--- src/rtl/mine_neighbour_counter_pkg.sv ---
// Shared types, constants and neighbour offset tables for the mine neighbour counter.
package mine_neighbour_counter_pkg;

   typedef logic [3:0] cell_t;

   localparam cell_t MINE_CODE = 4'd15;
   localparam int    NUM_SLOTS = 9;

   typedef enum logic [1:0] {
      IDLE,
      READ,
      DRAIN,
      WRITE
   } state_e;

   // Slot 0 is the cell itself; slots 1..8 walk the neighbours row by row.
   localparam logic signed [1:0] DX_TBL [NUM_SLOTS] =
      '{2'sd0, -2'sd1, 2'sd0, 2'sd1, -2'sd1, 2'sd1, -2'sd1, 2'sd0, 2'sd1};
   localparam logic signed [1:0] DY_TBL [NUM_SLOTS] =
      '{2'sd0, -2'sd1, -2'sd1, -2'sd1, 2'sd0, 2'sd0, 2'sd1, 2'sd1, 2'sd1};

endpackage

--- src/rtl/mine_neighbour_counter_addr_gen.sv ---
// Combinational neighbour address generator: coordinate + offset slot k -> address and in-range flag.
module neighbour_addr_gen
   import mine_neighbour_counter_pkg::*;
#(
   parameter int COORD_W = 6
) (
   input  logic [COORD_W-1:0] x,
   input  logic [COORD_W-1:0] y,
   input  logic [COORD_W-1:0] dim,
   input  logic [3:0]         k,
   output logic [COORD_W-1:0] addr_x,
   output logic [COORD_W-1:0] addr_y,
   output logic               in_range
);

   logic signed [1:0] dx;
   logic signed [1:0] dy;
   logic              ok_x;
   logic              ok_y;
   logic              k_ok;

   always_comb begin
      dx   = 2'sd0;
      dy   = 2'sd0;
      k_ok = (k < 4'(NUM_SLOTS));
      if (k_ok) begin
         dx = DX_TBL[k];
         dy = DY_TBL[k];
      end
   end

   // Edge tests on the unmodified coordinate, so the address never wraps into range.
   assign ok_x = (dx == -2'sd1) ? (x != '0) : (dx == 2'sd1) ? (x != dim) : 1'b1;
   assign ok_y = (dy == -2'sd1) ? (y != '0) : (dy == 2'sd1) ? (y != dim) : 1'b1;

   assign addr_x   = x + {{(COORD_W-2){dx[1]}}, dx};
   assign addr_y   = y + {{(COORD_W-2){dy[1]}}, dy};
   assign in_range = k_ok && ok_x && ok_y;

endmodule

--- src/rtl/mine_neighbour_counter.sv ---
// Counts mines around each scanned cell and writes the 4-bit cell value to board-state memory.
// Optional macro MINE_NEIGHBOUR_TOTAL_EN adds the mine_total output (saturating mined-cell count).
module mine_neighbour_counter
   import mine_neighbour_counter_pkg::*;
#(
   parameter int               COORD_W   = 6,
   parameter int               CNT_W     = 4,
   parameter logic [CNT_W-1:0] MINE_CODE = mine_neighbour_counter_pkg::MINE_CODE
) (
   input  logic               clk,
   input  logic               rst,
   input  logic [4:0]         dimension_size,
   input  logic               coord_valid,
   output logic               coord_ready,
   input  logic [COORD_W-1:0] x_in,
   input  logic [COORD_W-1:0] y_in,
   output logic               mine_rd_en,
   output logic [COORD_W-1:0] mine_rd_x,
   output logic [COORD_W-1:0] mine_rd_y,
   input  logic               mine_bit,
   output logic               cnt_wr_en,
   output logic [COORD_W-1:0] cnt_wr_x,
   output logic [COORD_W-1:0] cnt_wr_y,
   output logic [CNT_W-1:0]   cnt_wr_val,
   output logic               coord_err,
   output logic               board_done
`ifdef MINE_NEIGHBOUR_TOTAL_EN
   ,
   output logic [9:0]         mine_total
`endif
);

   state_e state_q;
   state_e state_d;

   logic [3:0]         k_q;
   logic [COORD_W-1:0] x_q;
   logic [COORD_W-1:0] y_q;
   logic [COORD_W-1:0] dim_q;
   logic               self_mine_q;
   cell_t              count_q;
   logic               vld_p1;
   logic               self_p1;
   logic               coord_err_q;
   logic               board_done_q;

   logic [COORD_W-1:0] dim_in;
   logic               accept;
   logic               range_bad;
   logic               origin_in;
   logic               last_cell;
   logic [COORD_W-1:0] gen_x;
   logic [COORD_W-1:0] gen_y;
   logic               gen_ok;

   assign dim_in    = COORD_W'(dimension_size);
   assign accept    = coord_valid && coord_ready;
   assign range_bad = (x_in > dim_in) || (y_in > dim_in);
   assign origin_in = (x_in == '0) && (y_in == '0);
   assign last_cell = (x_q == dim_q) && (y_q == dim_q);

   neighbour_addr_gen #(
      .COORD_W (COORD_W)
   ) u_addr_gen (
      .x        (x_q),
      .y        (y_q),
      .dim      (dim_q),
      .k        (k_q),
      .addr_x   (gen_x),
      .addr_y   (gen_y),
      .in_range (gen_ok)
   );

   always_comb begin
      state_d = state_q;
      unique case (state_q)
         IDLE:    if (accept && !range_bad) state_d = READ;
         READ:    if (k_q == 4'(NUM_SLOTS - 1)) state_d = DRAIN;
         DRAIN:   state_d = WRITE;
         WRITE:   state_d = IDLE;
         default: state_d = IDLE;
      endcase
   end

   // The error pulse cycle keeps the block busy so the next accept is two cycles after a bad one.
   always_comb begin
      coord_ready = (state_q == IDLE) && (dimension_size != 5'd0) && !coord_err_q;
      mine_rd_en  = 1'b0;
      mine_rd_x   = '0;
      mine_rd_y   = '0;
      cnt_wr_en   = 1'b0;
      cnt_wr_x    = '0;
      cnt_wr_y    = '0;
      cnt_wr_val  = '0;
      if (state_q == READ) begin
         mine_rd_en = gen_ok;
         mine_rd_x  = gen_x;
         mine_rd_y  = gen_y;
      end
      if (state_q == WRITE) begin
         cnt_wr_en  = 1'b1;
         cnt_wr_x   = x_q;
         cnt_wr_y   = y_q;
         cnt_wr_val = self_mine_q ? MINE_CODE : CNT_W'(count_q);
      end
   end

   assign coord_err  = coord_err_q;
   assign board_done = board_done_q;

   // Control state: FSM, slot index, read-valid pipe, status flags.
   always_ff @(posedge clk) begin
      if (rst) begin
         state_q      <= IDLE;
         k_q          <= '0;
         vld_p1       <= 1'b0;
         coord_err_q  <= 1'b0;
         board_done_q <= 1'b0;
      end else begin
         state_q     <= state_d;
         vld_p1      <= mine_rd_en;
         coord_err_q <= accept && range_bad;
         k_q         <= (state_q == READ) ? k_q + 4'd1 : 4'd0;
         if (accept && origin_in)
            board_done_q <= 1'b0;
         else if ((state_q == WRITE) && last_cell)
            board_done_q <= 1'b1;
      end
   end

   // Datapath: latched cell and accumulator; read data lands one cycle after its strobe.
   always_ff @(posedge clk) begin
      self_p1 <= (k_q == 4'd0);
      if (accept) begin
         x_q         <= x_in;
         y_q         <= y_in;
         dim_q       <= dim_in;
         self_mine_q <= 1'b0;
         count_q     <= '0;
      end else if (vld_p1) begin
         if (self_p1)
            self_mine_q <= mine_bit;
         else if (mine_bit)
            count_q <= count_q + cell_t'(1);
      end
   end

`ifdef MINE_NEIGHBOUR_TOTAL_EN
   always_ff @(posedge clk) begin
      if (rst)
         mine_total <= '0;
      else if (accept && origin_in)
         mine_total <= '0;
      else if ((state_q == WRITE) && self_mine_q && (mine_total != 10'd1023))
         mine_total <= mine_total + 10'd1;
   end
`endif

endmodule

--- config.mk ---
export PLATFORM = sky130hd
export DESIGN_NAME = mine_neighbour_counter
export DESIGN_NICKNAME = d
export VERILOG_FILES = /design/src/rtl/mine_neighbour_counter_pkg.sv /design/src/rtl/mine_neighbour_counter_addr_gen.sv /design/src/rtl/mine_neighbour_counter.sv
export SDC_FILE = /design/constraint.sdc
export NUM_CORES = 1
export LEC_CHECK = 0
export CELL_PAD_IN_SITES_DETAIL_PLACEMENT = 0
export CELL_PAD_IN_SITES_GLOBAL_PLACEMENT = 1
export CORE_ASPECT_RATIO = 0.7
export CORE_MARGIN = 3
export CORE_UTILIZATION = 38
export CTS_CLUSTER_DIAMETER = 200
export DETAILED_ROUTE_END_ITERATION = 8
export PLACE_DENSITY_LB_ADDON = 0.15
export SYNTH_ARGS = -nofsm -noshare
export SYNTH_HDL_FRONTEND = slang
export SYNTH_SLANG_ARGS = --single-unit
export TNS_END_PERCENT = 30
--- constraint.sdc ---
create_clock -name clk -period 3.8 [get_ports clk]
set_clock_uncertainty 0.05 [all_clocks]
set_input_delay 0.38 -clock clk [delete_from_list [all_inputs] [get_ports clk]]
set_output_delay 0.38 -clock clk [all_outputs]
set_load 0.01 [all_outputs]
==> results.py, run 1 <==
metrics = {
    "status": {
        "outcome": "finished, final reports clean",
    },
    "placed_design": {
        "port-buffer-count": 53,
        "hpwl_um": 4080,
        "dp.cells": 351,
        "gp_congestion": 0.858,
    },
    "yosys": {
        "syn_area_sq_um": 2250,
        "yosysSeqAreaShare": 0.360,
        "synth_area_per_cell_sq_um": 9.83,
        "synth_top_area_frac": 0.227,
        "synth.distinct_cells": 42,
        "yosys_warnings": 0,
        "ys_ff_latch": 32,
        "ys_top_cells_by_area": "edfxtp_1 (23%), ha_1 (16%), dfxtp_1 (13%)",
        "syn-num-nets": 280,
        "yosys.area.top_type": "edfxtp_1",
        "syn_inst": 229,
    },
    "detailed_routing": {
        "vias_per_cell": 4.94,
        "wirelength_um": 5050,
        "vias": 1773,
        "drt_iter0_drc": 66,
        "drc": 0,
        "first_pass_iters": 4,
        "wl_per_cell_um": 14.1,
        "drtAntennaViolNets": 0,
    },
    "cts": {
        "cts_tree": "built",
        "clk_pin_slew_ns": 0.06,
        "hold_buffers": 0,
        "numCtsBuffers": 5,
        "htreeDepth": 2,
        "cts_root_buf": "clkbuf_8",
        "post_cts_buffers": 0,
        "cts.repair.resized": 0,
        "cts_num_sinks": 32,
        "insertion_delay_ns": 0.28,
        "clk_path_buf_depth": 2,
    },
    "worst_setup_path": {
        "r2r_cells": 6,
        "crit_start": "k_q[2]",
        "crit_top_cell": "a21oi_1",
        "worstPathArrival_ns": 3.08,
        "critPathMaxStageDelay_ns": 0.62,
        "path_cells": "nor2_1, a211oi_2, buf_4, ha_1, a21oi_1, o21bai_1, a21oi_1, xnor2_1, and2_1, clkdlybuf4s50_1",
        "cp_max_fo": 15,
        "cp-endpoint": "mine_rd_x[5]",
        "r2r_start": "state_q[1]",
        "critPathRequiredTime_ns": 3.37,
        "path_class": "reg2out",
        "r2r_slack_ns": 1.86,
        "cp_slowest_cell": "dfxtp_1",
        "r2r_end": "state_q[0]",
        "cp-end-kind": "output pin",
        "cp-start-kind": "register",
    },
    "sta": {
        "setup_tns_ns": 0,
        "min_period_ns": 3.51,
        "fin_crit_sh": 0.924,
        "max_freq_ghz": 0.285,
        "drv_slew": 0,
        "maxSlewHeadroom": 0.612,
        "worstMarginPinSlew_ns": 0.583,
        "fin_hold_ws_ns": 0.439,
        "setup_violations": 0,
        "finalHoldViolCount": 0,
        "rsz0062_at_grt": "false",
    },
    "flow_run": {
        "drv_cap": 0,
    },
    "global_route": {
        "grt_pass1_wl_um": 8440,
        "grt-ovfl-total": 0,
        "grt_usage": 0.154,
        "antenna_found_initial": 0,
        "grt_max_degree": 19,
        "grt_pass1_vias": 1658,
    },
    "finish": {
        "layout.nets": 337,
        "mostFrequentLayoutCell": "clkdlybuf4s50_1",
        "mostFrequentLayoutCells": "clkdlybuf4s50_1 (53), ha_1 (28), and2_1 (23)",
        "area_growth_pct": 32.7,
        "diodes": 0,
        "fin_cells": 359,
        "drive_gt1_frac": 0.0523,
    },
    "floorplanning": {
        "dieWidth_um": 98.0,
        "row_count": 22,
        "initial_core_util": 0.411,
        "fp.dieArea_sq_um": 6900,
        "pin_count": 54,
        "core_sq_um": 5480,
        "die_h_um": 70.4,
    },
    "power_and_ir_drop": {
        "p_leak_nw": 1.19,
        "powerDensity_nw_per_um2": 457,
        "peakVddDrop_mv": 0.310,
        "p_total_mw": 1.37,
    },
    "min_path": {
        "hold_path.startpoint": "k_q[0]",
        "hold_class": "reg2reg",
    },
}
==> power by group <==
group	internal [mW]	switching [mW]
Sequential	0.432	0.0635
Clock	0.194	0.119
Combinational	0.296	0.261
==> worst min path at each step <==
stage / depth (start not counted) / end
finish: 1 / k_q[0]
global route: 1 / k_q[0]
CTS: 2 / self_mine_q
detailed placement: 2 / self_mine_q
global placement: 2 / self_mine_q
floorplan: 1 / vld_p1
==> layer usage <==
layer	global-route usage	vias to the layer above	share of wire
met5	0	-	0
met4	0.0461	0	0.0057
met3	0.0409	4	0.071
met2	0.204	52	0.39
met1	0.240	786	0.53
li1	-	931	-
==> cell usage after synthesis, drive strengths merged <==
master	n
ha	28
and2	24
edfxtp	17
xnor2	17
nor2	16
dfxtp	15
inv	12
xor2	9
a21oi	8
nand3	8
o21ai	8
nand2	7
nor2b	5
o21a	5
clkbuf	4
nand2b	4
nor3	4
nor4	4
a211oi	3
a21o	3
nand4	3
or4	3
a31oi	2
and4b	2
buf	2
fa	2
mux2i	2
nor3b	2
o22ai	2
a22oi	1
a311oi	1
a41o	1
and3b	1
nor4bb	1
o2111a	1
o21bai	1
o31ai	1
==> registers in the layout, summed over array words and instances, names as in the netlist <==
name	flops
board_done	1
coord_err	1
count_q	4
dim_q	5
k_q	4
self_mine_q	1
self_p1	1
state_q	2
vld_p1	1
x_q	6
y_q	6
==> kinds of logic after synthesis <==
kind of cell / synth area share
xor+xnor: 0.101
fa+ha+maj: 0.173
buf+inv: 0.0339
mux: 0.00889
simple gates: 0.214
flops: 0.360
compound gates: 0.109
==> cell type report <==
class                      instances  area (sq um)
fill                             503          2490
multi-input combinational        179          1380
sequential                        32           812
timing repair buffer              56           553
tap                               72          90.1
clock buffer                       6          72.6
inverter                          12          45.0
clock inverter                     2          35.0
==> critical path: cells and delay by family, from the launching register on <==
kind                       cells  cell delay (ns)
DFF                            1             0.62
buffers and inverters          2             0.74
adders and majority gates      1             0.26
xor gates and xnor gates       1             0.12
AOI/OAI and AO/OA              4             0.83
and+or+nand+nor                2             0.23
==> stage by stage <==
step	utilization	worst slack [ns]	area [sq um]
final	0.545	0.287	2990
after global routing	0.545	0.00984	2990
after CTS	0.545	0.208	2990
after detailed placement	0.526	0.521	2880
after global placement	0.526	0.553	2880
after floorplan	-	1.01	2250
Note: power is estimated with default switching activity, not from simulation.
==> run 2, diff against run 1 <==
Settings changed: CORE_UTILIZATION 38 to 34.
Clock period 3.8 ns to 2.9 ns, I/O delays scaled along.
==> run 2 against run 1 <==
  * Power up 34%
  * Highest routed layer unchanged
  * Combinational power up 41%
  * Register-to-register slack worse by 0.85 ns
  * Routed wire length up 8.1%
  * Sequential share of layout area down 1.4 points
  * Utilization down 4.3 points
  * Via count up 2.9%
==> results.py, run 2 (synthesis results as in run 1) <==
metrics = {
    "sta": {
        "fin_hold_ws_ns": 0.447,
        "maxSlewHeadroom": 0.610,
        "worstMarginPinSlew_ns": 0.585,
        "setup_tns_ns": 0,
        "finalHoldViolCount": 0,
        "setup_violations": 0,
        "min_period_ns": 2.80,
        "rsz0062_at_grt": "true",
        "fin_crit_sh": 0.964,
        "max_freq_ghz": 0.358,
        "drv_slew": 0,
    },
    "global_route": {
        "antenna_found_initial": 0,
        "globalRouteMet1Util": 0.234,
        "grt_pass1_vias": 1775,
        "use_met3": 0.0319,
        "grt_max_degree": 27,
        "grt.met2_usage": 0.225,
        "grt_pass1_wl_um": 9030,
        "grt_usage": 0.154,
        "top_usage_layer": "met1",
        "grt-ovfl-total": 0,
    },
    "worst_setup_path": {
        "cp_slowest_cell": "fa_1",
        "cp-start-kind": "register",
        "cp_max_fo": 4,
        "worstPathArrival_ns": 2.46,
        "path_class": "reg2out",
        "critPathMaxStageDelay_ns": 0.38,
        "path_cells": "inv_2, ha_4, xor2_1, o22ai_1, ha_2, fa_1, a21o_1, a21oi_2, xnor2_1, and2_1, clkdlybuf4s15_2",
        "r2r_start": "state_q[1]",
        "crit_start": "k_q[0]",
        "r2r_cells": 6,
        "critPathRequiredTime_ns": 2.56,
        "r2r_slack_ns": 1.01,
        "r2r_end": "state_q[0]",
        "cp-endpoint": "mine_rd_y[4]",
        "cp-end-kind": "output pin",
    },
    "floorplanning": {
        "fp.dieArea_sq_um": 7650,
        "initial_core_util": 0.357,
        "row_count": 24,
        "pin_count": 54,
        "core_sq_um": 6310,
        "die_h_um": 74.1,
        "dieWidth_um": 103,
    },
    "finish": {
        "diodes": 0,
        "mostFrequentLayoutCell": "clkdlybuf4s50_1",
        "mostFrequentLayoutCells": "clkdlybuf4s50_1 (44), and2_1 (23), ha_1 (23)",
        "fin_util": 0.502,
        "area_growth_pct": 40.6,
        "layout.nets": 354,
        "drive_gt1_frac": 0.164,
        "reg_top3": "x_q (6), y_q (6), dim_q (5)",
    },
    "cts": {
        "clk_pin_slew_ns": 0.07,
        "cts_root_buf": "clkbuf_8",
        "cts_num_sinks": 32,
        "clk_path_buf_depth": 2,
        "hold_buffers": 0,
        "numCtsBuffers": 5,
        "insertion_delay_ns": 0.27,
        "htreeDepth": 2,
        "cts_tree": "built",
    },
    "placed_design": {
        "hpwl_um": 4430,
        "port-buffer-count": 53,
        "gp_congestion": 0.853,
    },
    "detailed_routing": {
        "wl_per_cell_um": 14.3,
        "drc": 0,
        "wirelength_um": 5460,
        "drt_iter0_drc": 34,
        "drtAntennaViolNets": 0,
        "first_pass_iters": 4,
        "vias_per_cell": 4.77,
        "vias": 1824,
    },
    "power_and_ir_drop": {
        "peakVddDrop_mv": 0.337,
        "p_leak_nw": 1.31,
        "powerDensity_nw_per_um2": 579,
    },
    "flow_run": {
        "drv_cap": 0,
    },
    "min_path": {
        "hold_class": "reg2reg",
    },
    "status": {
        "outcome": "finished, final reports clean",
    },
}
==> run 2: changes by cell type in the layout (fill, tap and decap cells not counted), sizes merged <==
cell           delta
buf              +19
clkdlybuf4s15     +1
clkdlybuf4s50     -9
clkinv            +1
dlygate4sd2       +4
dlymetal6s2s      +1
==> run 2: repair_timing <==
item,in CTS,in global routing
setup buffers,0,1
resized for setup,21,18
setup endpoints to repair,9,8
pin swaps,1,8
==> run 2: metrics by stage <==
| step | worst slack [ns] | total power [mW] | cell area, sq um | instances |
|---|---|---|---|---|
| 3_5_place_dp | -0.0763 | 1.42 | 3010 | 373 |
| 5_1_grt | -0.0818 | 1.98 | 3170 | 382 |
| 4_1_cts | -0.0211 | 1.85 | 3150 | 381 |
| 2_1_floorplan | 0.196 | 1.10 | 2250 | 229 |
| 3_3_place_gp | -0.0374 | 1.42 | 3010 | 373 |
| 6_report | 0.104 | 1.83 | 3170 | 382 |
==> run 2: worst min path at each step <==
stage	start	end	slack, ns	depth (start not counted)
global placement	vld_p1	self_mine_q	0.44	2
floorplan	rst	vld_p1	0.30	1
CTS	vld_p1	self_mine_q	0.45	2
detailed placement	vld_p1	self_mine_q	0.44	2
finish	vld_p1	self_mine_q	0.45	2
global route	board_done	board_done	0.47	2
==> run 2: metal layers <==
layer,vias up,wire (um)
li1,959,-
met1,822,2930
met2,39,2270
met3,4,221
met4,0,38
met5,-,0
==> run 2: critical path, delay by kind of cell, from the launching register on <==
kind	cells	cell delay, ns
adders and majority gates	3	0.74
AOI/OAI and AO/OA	3	0.44
DFF	1	0.33
buffers and inverters	2	0.29
xor gates and xnor gates	2	0.26
and+or+nand+nor	1	0.13
==> run 2: layout make-up <==
cell class,instances,area (sq um)
Clock inverter,3,37.5
Timing Repair Buffer,73,668
Inverter,12,45.0
Fill cell,623,3140
Sequential cell,32,817
Clock buffer,5,68.8
Multi-Input combinational cell,179,1430
Tap cell,78,97.6
==> run 2: power by group <==
group / internal, mW / total (mW) / leakage (nW) / switching, mW
Combinational: 0.412 / 0.787 / 0.970 / 0.375
Sequential: 0.565 / 0.641 / 0.286 / 0.0760
Clock: 0.250 / 0.406 / 0.0532 / 0.156
Total: 1.23 / 1.83 / 1.31 / 0.607
==> run 3, diff against run 2 <==
Settings changed: CAP_MARGIN set to 40, CTS_CLUSTER_DIAMETER 200 to 60.
==> results of run 3 <==
The final DEF is identical to that of run 2; final timing and power are the same.
